**src/rtl/i2s_pkg.sv**
```systemverilog
// Shared I2S definitions: sample and slot widths, the stereo sample pair type and
// the 64-bit frame layout. Also used by the I2S slave receiver.
package i2s_pkg;

    localparam int SMPL_W     = 24;
    localparam int SLOT_W     = 32;
    localparam int FRAME_BITS = 64;
    localparam int PAD_W      = SLOT_W - SMPL_W;
    localparam int SLOT_CNT_W = $clog2(FRAME_BITS);

    typedef struct packed {
        logic [SMPL_W-1:0] lft;
        logic [SMPL_W-1:0] rght;
    } stereo_smpl_t;

    typedef logic [FRAME_BITS-1:0] frame_t;

    // Each channel is left-justified in its 32-bit slot, padded with zeros.
    function automatic frame_t pack_frame(input stereo_smpl_t p);
        return {p.lft, {PAD_W{1'b0}}, p.rght, {PAD_W{1'b0}}};
    endfunction

endpackage

```
**src/rtl/i2s_clk_gen.sv**
```systemverilog
// Bit-clock generator: divides clk by 2*SCLK_DIV and flags the cycle before each
// sclk edge so downstream registers can update on the very same clk edge.
module i2s_clk_gen #(
    parameter int SCLK_DIV = 16
) (
    input  logic clk,
    input  logic rst,
    output logic I2S_sclk,
    output logic fall_tick,
    output logic rise_tick
);

    localparam int              CNT_W    = $clog2(SCLK_DIV);
    localparam logic [CNT_W-1:0] CNT_LAST = CNT_W'(SCLK_DIV - 1);

    logic [CNT_W-1:0] r_cnt;
    logic             r_sclk;
    logic             w_wrap;

    assign w_wrap = (r_cnt == CNT_LAST);

    always_ff @(posedge clk or posedge rst) begin
        if (rst) begin
            r_cnt  <= '0;
            r_sclk <= 1'b0;
        end else if (w_wrap) begin
            r_cnt  <= '0;
            r_sclk <= ~r_sclk;
        end else begin
            r_cnt  <= r_cnt + CNT_W'(1);
        end
    end

    // Ticks are decoded from the pre-edge state: high in the cycle whose closing
    // edge moves sclk.
    assign fall_tick = w_wrap &  r_sclk;
    assign rise_tick = w_wrap & ~r_sclk;
    assign I2S_sclk  = r_sclk;

endmodule

```
**src/rtl/i2s_master_tx.sv**
```systemverilog
// I2S master transmitter: generates sclk/ws and serialises 24-bit stereo pairs
// from a one-deep holding buffer. Define I2S_TX_UNDERRUN_ZERO_EN to send silence
// on underrun; otherwise the last transmitted pair is repeated.
module i2s_master_tx
    import i2s_pkg::*;
#(
    parameter int SCLK_DIV = 16
) (
    input  logic              clk,
    input  logic              rst,
    input  logic [SMPL_W-1:0] lft_smpl,
    input  logic [SMPL_W-1:0] rght_smpl,
    input  logic              smpl_vld,
    output logic              smpl_rdy,
    output logic              I2S_sclk,
    output logic              I2S_ws,
    output logic              I2S_data,
    output logic              undrrun
);

    logic                  w_fall_tick;
    logic                  w_rise_tick;
    logic                  w_frame_start;
    logic                  w_accept;
    logic [SLOT_CNT_W-1:0] w_slot_next;
    stereo_smpl_t          w_fill;

    logic [SLOT_CNT_W-1:0] r_slot;
    logic                  r_ws;
    logic                  r_data;
    logic                  r_stage;
    frame_t                r_shift;
    stereo_smpl_t          r_buf;
    logic                  r_empty;
    logic                  r_undrrun;

    i2s_clk_gen #(
        .SCLK_DIV (SCLK_DIV)
    ) u_clk_gen (
        .clk       (clk),
        .rst       (rst),
        .I2S_sclk  (I2S_sclk),
        .fall_tick (w_fall_tick),
        .rise_tick (w_rise_tick)
    );

    assign w_slot_next   = r_slot + SLOT_CNT_W'(1);
    assign w_frame_start = w_fall_tick & (&r_slot);
    assign w_accept      = smpl_vld & r_empty;

    // Frame start looks at r_empty before this cycle's accept, so a pair arriving
    // exactly at frame start waits for the next frame.
    always_ff @(posedge clk or posedge rst) begin
        if (rst) begin
            r_buf   <= '0;
            r_empty <= 1'b1;
        end else if (w_accept) begin
            r_buf   <= {lft_smpl, rght_smpl};
            r_empty <= 1'b0;
        end else if (w_frame_start && !r_empty) begin
            r_empty <= 1'b1;
        end
    end

`ifdef I2S_TX_UNDERRUN_ZERO_EN
    assign w_fill = '0;
`else
    stereo_smpl_t r_last;

    always_ff @(posedge clk or posedge rst) begin
        if (rst) begin
            r_last <= '0;
        end else if (w_frame_start && !r_empty) begin
            r_last <= r_buf;
        end
    end

    assign w_fill = r_last;
`endif

    always_ff @(posedge clk or posedge rst) begin
        if (rst) begin
            r_slot <= '1;
            r_ws   <= 1'b1;
        end else if (w_fall_tick) begin
            r_slot <= w_slot_next;
            r_ws   <= w_slot_next[SLOT_CNT_W-1];
        end
    end

    // The next bit is staged at mid-slot (sclk rise) and launched at the fall,
    // giving the one-bit lag behind ws; slot 0 always carries the last pad zero.
    always_ff @(posedge clk or posedge rst) begin
        if (rst) begin
            r_shift   <= '0;
            r_stage   <= 1'b0;
            r_data    <= 1'b0;
            r_undrrun <= 1'b0;
        end else begin
            r_undrrun <= 1'b0;
            if (w_frame_start) begin
                r_data <= 1'b0;
                if (!r_empty) begin
                    r_shift <= pack_frame(r_buf);
                end else begin
                    r_shift   <= pack_frame(w_fill);
                    r_undrrun <= 1'b1;
                end
            end else if (w_fall_tick) begin
                r_data <= r_stage;
            end else if (w_rise_tick) begin
                r_stage <= r_shift[FRAME_BITS-1];
                r_shift <= r_shift << 1;
            end
        end
    end

    assign smpl_rdy = r_empty;
    assign I2S_ws   = r_ws;
    assign I2S_data = r_data;
    assign undrrun  = r_undrrun;

endmodule

```
**config.mk**
```make
export PLATFORM = sky130hd
export DESIGN_NAME = i2s_master_tx
export DESIGN_NICKNAME = d
export VERILOG_FILES = /design/src/rtl/i2s_pkg.sv /design/src/rtl/i2s_clk_gen.sv /design/src/rtl/i2s_master_tx.sv
export SDC_FILE = /design/constraint.sdc
export NUM_CORES = 1
export LEC_CHECK = 0
export ABC_AREA = 1
export CAP_MARGIN = 15
export CORE_UTILIZATION = 58
export DETAILED_ROUTE_END_ITERATION = 16
export GPL_TIMING_DRIVEN = 0
export PLACE_DENSITY = 0.79
export SLEW_MARGIN = 20
export SYNTH_ARGS = -nofsm -noshare
export SYNTH_HDL_FRONTEND = slang
export SYNTH_SLANG_ARGS = --single-unit
```
**constraint.sdc**
```tcl
create_clock -name clk -period 5.7 [get_ports clk]
set_input_delay 0.57 -clock clk [delete_from_list [all_inputs] [get_ports clk]]
set_output_delay 0.57 -clock clk [all_outputs]
set_load 0.02 [all_outputs]
```
==> qor.csv, run 1 <==
metric,value,unit
Final period util,37.6,%
FILL cells,1048,
layout cell share with drive strength beyond 1,9.81,%
final net count,1008,
Rel. slew slack,62.5,%
CP Max Fanout,2,
CTS tree,done,
total power,2.41,mW
internal power,1.87,mW
crit path buf inv count,1,
Gate Count Post-Synth,880,
Worst Max-Slew Pin Slew,562,ps
H-tree levels,4,
IO Count,56,
met1 WL,7860,um
register area,0.00419,mm2
vias per std cell,5.53,
Highest Clock Rate,466,MHz
run status,completed,
Worst path slowest cell,clkdlybuf4s50_1,
post-CTS resize count,0,
critical path class,reg -> out,
RSZ-0062 raised after global routing,false,
Post-Synth XOR/XNOR Area,0.581,%
largest family of logic cells by synthesized area,simple AND/OR/NAND/NOR gates,
adder-cell share of the synthesized area,0.332,%
Yosys cell types,26,
Post-Synthesis Net Count,933,
"FF+latch count, synth",167,
largest net degree at the start of global routing,87,
Arrival @ worst endpoint,1580,ps
final WL,17400,um
Reg power frac,51.8,%
initial core utilization,59.7,%
Hold Crit Class,reg -> reg,
Clock Latency Late Sink,430,ps
Net Sw Frac,22.2,%
design area,0.00885,mm2
initial antenna violation count,0,
metal3 WL,1010,um
Final ANT Viol Nets,0,
Detailed Routing Iterations Pass 1,5,
number of diodes,0,
post-layout util,70.1,%
simple-gate share of the synthesized area,29.5,%
Die W,116,um
port bufs,55,
Root Driver,clkbuf_16,
Area contributors post-synth,"dfrtp_1 (53%), nand2_1 (12%), nand3_1 (10%)",
TritonCTS buffer count,17,
Routability Congestion,0.816,
clk_skew,12.9,ps
Max Cap Viol,0,
Leak,4.42,nW
Die Ht,116,um
Post-route DRC,0,
vias in the first global route,6156,
grt ovf,0,
Compound-Gate Fraction of Synth Area,5.45,%
FP Rows,41,
WL per Instance,15.3,um
clock power share,42.7,%
Die ar.,0.0134,mm2
gr usage total,29.0,%
Comb pwr share,5.4,%
Net Switching,535,uW
Core Area,0.0126,mm2
Peak VDD IR,0.286,mV
post-synthesis mux area share,1.35,%
Fin. Hold Viols,0,
share of the synthesized area in the top cell type,53.2,%
required time of the critical path,5130,ps
CP top delay family,buffers and inverters,
drt initial violations,543,
register area share after synthesis,55.6,%
clock-pin slew on the worst setup and hold paths,60,ps
syn avg cell area,8.56,um2
Startpoint Class,flop,
PwrDens,272,mW/mm2
first-pass GRT wire length,29500,um
via count,6299,
Routed met2 length,8260,um
DR top layer,met4,
Tmin final,2150,ps
Yosys top cell by area,dfrtp_1,
placed cell area,0.00833,mm2
# clock sinks,167,
CP cell instances,clkdlybuf4s50_1,
DP HPWL,11800,um
Final setup violation count,0,
Slew Limit Fails,0,
setup bufs post-CTS,0,
delay of the slowest critical-path stage,610,ps
clock buffer depth,2,
Syn. warnings,0,
hold_buf cts,0,
Multi-input gate area,0.00281,mm2
"Cell Area, Synth",0.00753,mm2
synth-to-layout area growth,17.5,%
Worst setup EP type,primary output,
[worst paths after layout]
kind                       startpoint           to  slack (ps)  depth (start not counted)
setup / recovery             smpl_rdy     smpl_rdy        3550                          1
setup reg to reg            r_slot[0]  r_shift[10]        3740                          7
hold / removal             r_last[41]   r_last[41]         470                          2
max in group asynchronous         rst     smpl_rdy        4250                          3
min in group asynchronous         rst    r_buf[26]         620                          2
hold reg to reg            r_last[41]   r_last[41]         470                          2
[cell usage after synthesis, drive strengths merged]
library cell  number
nand2            245
dfrtp            160
nand3            158
nand4             48
inv               47
nor2              46
buf               45
o21ai             42
a21oi             40
clkbuf            24
mux2               9
dfstp              7
xor2               4
ha                 2
clkinv             1
or2                1
xnor2              1
[power by group through the flow]
stage	sequential [mW]	combinational (mW)	clock, mW
finish	1.25	0.131	1.03
CTS	1.25	0.133	1.04
global route	1.25	0.149	1.09
floorplan	1.26	0.0719	0
global placement	1.27	0.126	0
detailed placement	1.27	0.132	0
[through the flow]
step | hold slack (ps) | setup WS (ps) | TNS, ps | cells
finish | 472 | 3550 | 0 | 1140
global route | 480 | 3500 | 0 | 1140
CTS | 474 | 3540 | 0 | 1140
detailed placement | 459 | 3620 | 0 | 1108
global placement | 452 | -1590 | -252840 | 1107
floorplan | 442 | 623 | 0 | 880
[metal layers]
layer  GRT usage [%]  vias to the layer above
li1                -                     3053
met1            39.7                     3033
met2            45.2                      187
met3            6.54                       26
met4            11.1                        0
met5               0                        -
[kinds of logic after synthesis]
family,after synthesis
AND/OR/NAND/NOR,498
flip-flops,167
buffers and inverters,117
AO/OA/AOI/OAI,82
multiplexers,9
XOR/XNOR,5
adder cells (fa/ha/maj),2
[registers in the layout, summed over array words and instances, names as in the netlist, 4 cells and up]
register         count
r_buf               48
r_last              48
r_shift             56
r_slot               6
u_clk_gen.r_cnt      4
[final cells by class]
class / instances / area share (%)
clock inverters: 5 / 0.283
multi-input cells: 596 / 31.7
flip-flops and latches: 167 / 47.3
repair buffers: 56 / 6.53
plain buffers: 69 / 4.06
well taps: 172 / 2.43
clock buffers: 27 / 5.57
inverters: 48 / 2.12
[layout by cell type (no fill, tap or decap), types with 2 or more instances in the layout]
master,synthesis,final
nand4_1,48,48
nor2_1,43,43
buf_6,3,3
nand2_1,244,244
o21ai_0,41,41
buf_1,2,2
clkbuf_1,24,31
a21oi_1,40,40
xor2_1,4,4
clkinv_2,0,5
dfstp_2,7,7
nand3_1,155,155
mux2_2,9,9
buf_2,29,29
clkbuf_8,0,3
ha_1,2,2
inv_1,46,45
dfrtp_1,160,160
nand3_2,3,3
nor2_4,2,2
clkbuf_16,0,17
buf_4,11,11
clkdlybuf4s50_1,0,55
[worst min-delay path, cell delays in order, from the launching register on]
cell,delay [ps]
dfrtp_1,340
nand2_1,50
nand2_1,50
Note: power is estimated with default switching activity, not from simulation.
==> run 2: changes to the inputs <==
CORE_UTILIZATION = 53   (was 58)
PLACE_DENSITY = 0.76   (was 0.79)
clock period = 1.93 ns   (was 5.7 ns; I/O delays follow)
==> run 2 against run 1 <==
Count of clock-buffer cells in the layout shrank 7. Sequential share of layout area shrank 0.73 points. Total power grew to 3.0 times the previous value. Highest routed layer unchanged. Final area grew 1.6%.
==> qor.csv, run 2 (synthesis gave the netlist of run 1 again) <==
metric,value,unit
Worst setup EP type,flop,
Arrival @ worst endpoint,2170,ps
most frequent cells in the layout,"nand2_1 (244), dfrtp_1 (160), nand3_1 (155)",
R2R Setup Slk,70,ps
first-pass GRT wire length,30600,um
Die W,121,um
Fin. Hold Viols,0,
PwrDens,798,mW/mm2
Peak VDD IR,0.613,mV
Core Area,0.0139,mm2
clock buffer depth,2,
grt ovf,0,
Tmin final,1860,ps
Max Cap Viol,0,
TNS Setup,0,ps
DP HPWL,12500,um
Die ar.,0.0147,mm2
CP cell instances,"ha_1, nand3_2, nor2_4, buf_12, nand3_2, buf_6, buf_6, nand2_1, nand2_1",
Final ANT Viol Nets,0,
# clock sinks,167,
port bufs,55,
critical path class,reg -> reg,
required time of the critical path,2250,ps
CTS tree,done,
largest net degree at the start of global routing,34,
CP top delay family,flip-flops,
Worst Max-Slew Pin Slew,625,ps
Routability Congestion,0.809,
CP Max Fanout,10,
Final period util,96.1,%
clk_skew,7.15,ps
H-tree levels,4,
FP Rows,43,
drt initial violations,585,
initial antenna violation count,0,
Hold Crit Class,in -> async,
Highest Clock Rate,539,MHz
Startpoint Class,flop,
IO Count,56,
Post-route DRC,0,
Worst path slowest cell,dfstp_2,
crit path buf inv count,3,
Leak,4.50,nW
initial core utilization,54.3,%
run status,completed,
Root Driver,clkbuf_16,
via count,6387,
layout cell share with drive strength beyond 1,11.7,%
Die Ht,121,um
final net count,1013,
clock-pin slew on the worst setup and hold paths,60,ps
Rel. slew slack,58.2,%
Clock Latency Late Sink,430,ps
gr usage total,27.4,%
total power,7.17,mW
biggest regs,"r_shift (56), r_buf (48), r_last (48)",
Final setup violation count,0,
"most common cell after layout, fill and taps aside",nand2_1,
FILL cells,1187,
final WL,18200,um
delay of the slowest critical-path stage,550,ps
WL per Instance,15.8,um
max reg flops,56,
Biggest register,r_shift,
Slew Limit Fails,0,
synth-to-layout area growth,19.4,%
number of diodes,0,
Detailed Routing Iterations Pass 1,6,
vias per std cell,5.54,
TritonCTS buffer count,17,
vias in the first global route,6127,
-- run 2: cell types whose count changed in the layout (fill, tap and decap cells not counted), sizes merged --
cell and delta:
clkbuf -9, clkinv +2, clkinvlp +4, buf +7
-- run 2: per-layer routing --
metal	vias to the layer above	routed length [um]	part of all wire, %	GRT usage (%)
li1	3075	-	-	-
met1	3105	8270	46	38.2
met2	176	8670	48	43.4
met3	31	926	5.1	5.22
met4	0	299	1.6	8.87
met5	-	0	0	0
-- run 2: final timing paths --
check,to,cells past startpoint,from
hold reg to reg,r_last[26],2,r_last[26]
max in group asynchronous,r_last[22],4,rst
min in group clk,r_buf[15],3,rght_smpl[15]
setup / recovery,r_last[3],9,r_slot[0]
hold / removal,r_buf[43],2,rst
setup reg to reg,r_last[3],9,r_slot[0]
-- run 2: report_power, final --
| part | total, mW | internal [mW] | switching [mW] |
|---|---|---|---|
| Clock | 3.08 | 1.67 | 1.41 |
| Combinational | 0.410 | 0.192 | 0.217 |
| Sequential | 3.69 | 3.62 | 0.0672 |
| Total | 7.17 | 5.48 | 1.69 |
-- run 2: worst register-to-register path, stage by stage, from the launching register on --
cell and delay, ps:
dfstp_2 550, ha_1 190, nand3_2 120, nor2_4 150, buf_12 140, nand3_2 150
buf_6 190, buf_6 150, nand2_1 60, nand2_1 50
-- run 2: what timing repair did --
action / CTS / global route
gates cloned: 0 / 0
hold buffers: 0 / 0
endpoints found under the setup margin: 31 / 82
pin swaps: 1 / 0
setup buffers: 2 / 0
gates resized for setup: 1 / 21
-- run 2: cell type report --
cell class              instances  area [um2]  share of cell area, %
inverters                      48         188                   2.09
clock inverters                11        78.8                  0.877
flip-flops and latches        167        4190                   46.6
well taps                     180         225                   2.51
repair buffers                 62         678                   7.54
clock buffers                  20         447                   4.97
plain buffers                  68         375                   4.18
multi-input cells             596        2810                   31.3
-- run 2: through the flow --
step           instances  hold WS (ps)  util [%]  worst slack (ps)  instance area, um2
4_1_cts             1153           209      64.6              21.5                8970
3_5_place_dp        1120           458      60.6             -12.0                8410
5_1_grt             1152           244      64.8             -11.3                8990
3_3_place_gp        1115           453      59.9             -1830                8310
2_1_floorplan        880           240         -              -384                7540
6_report            1152           191      64.8              74.9                8990
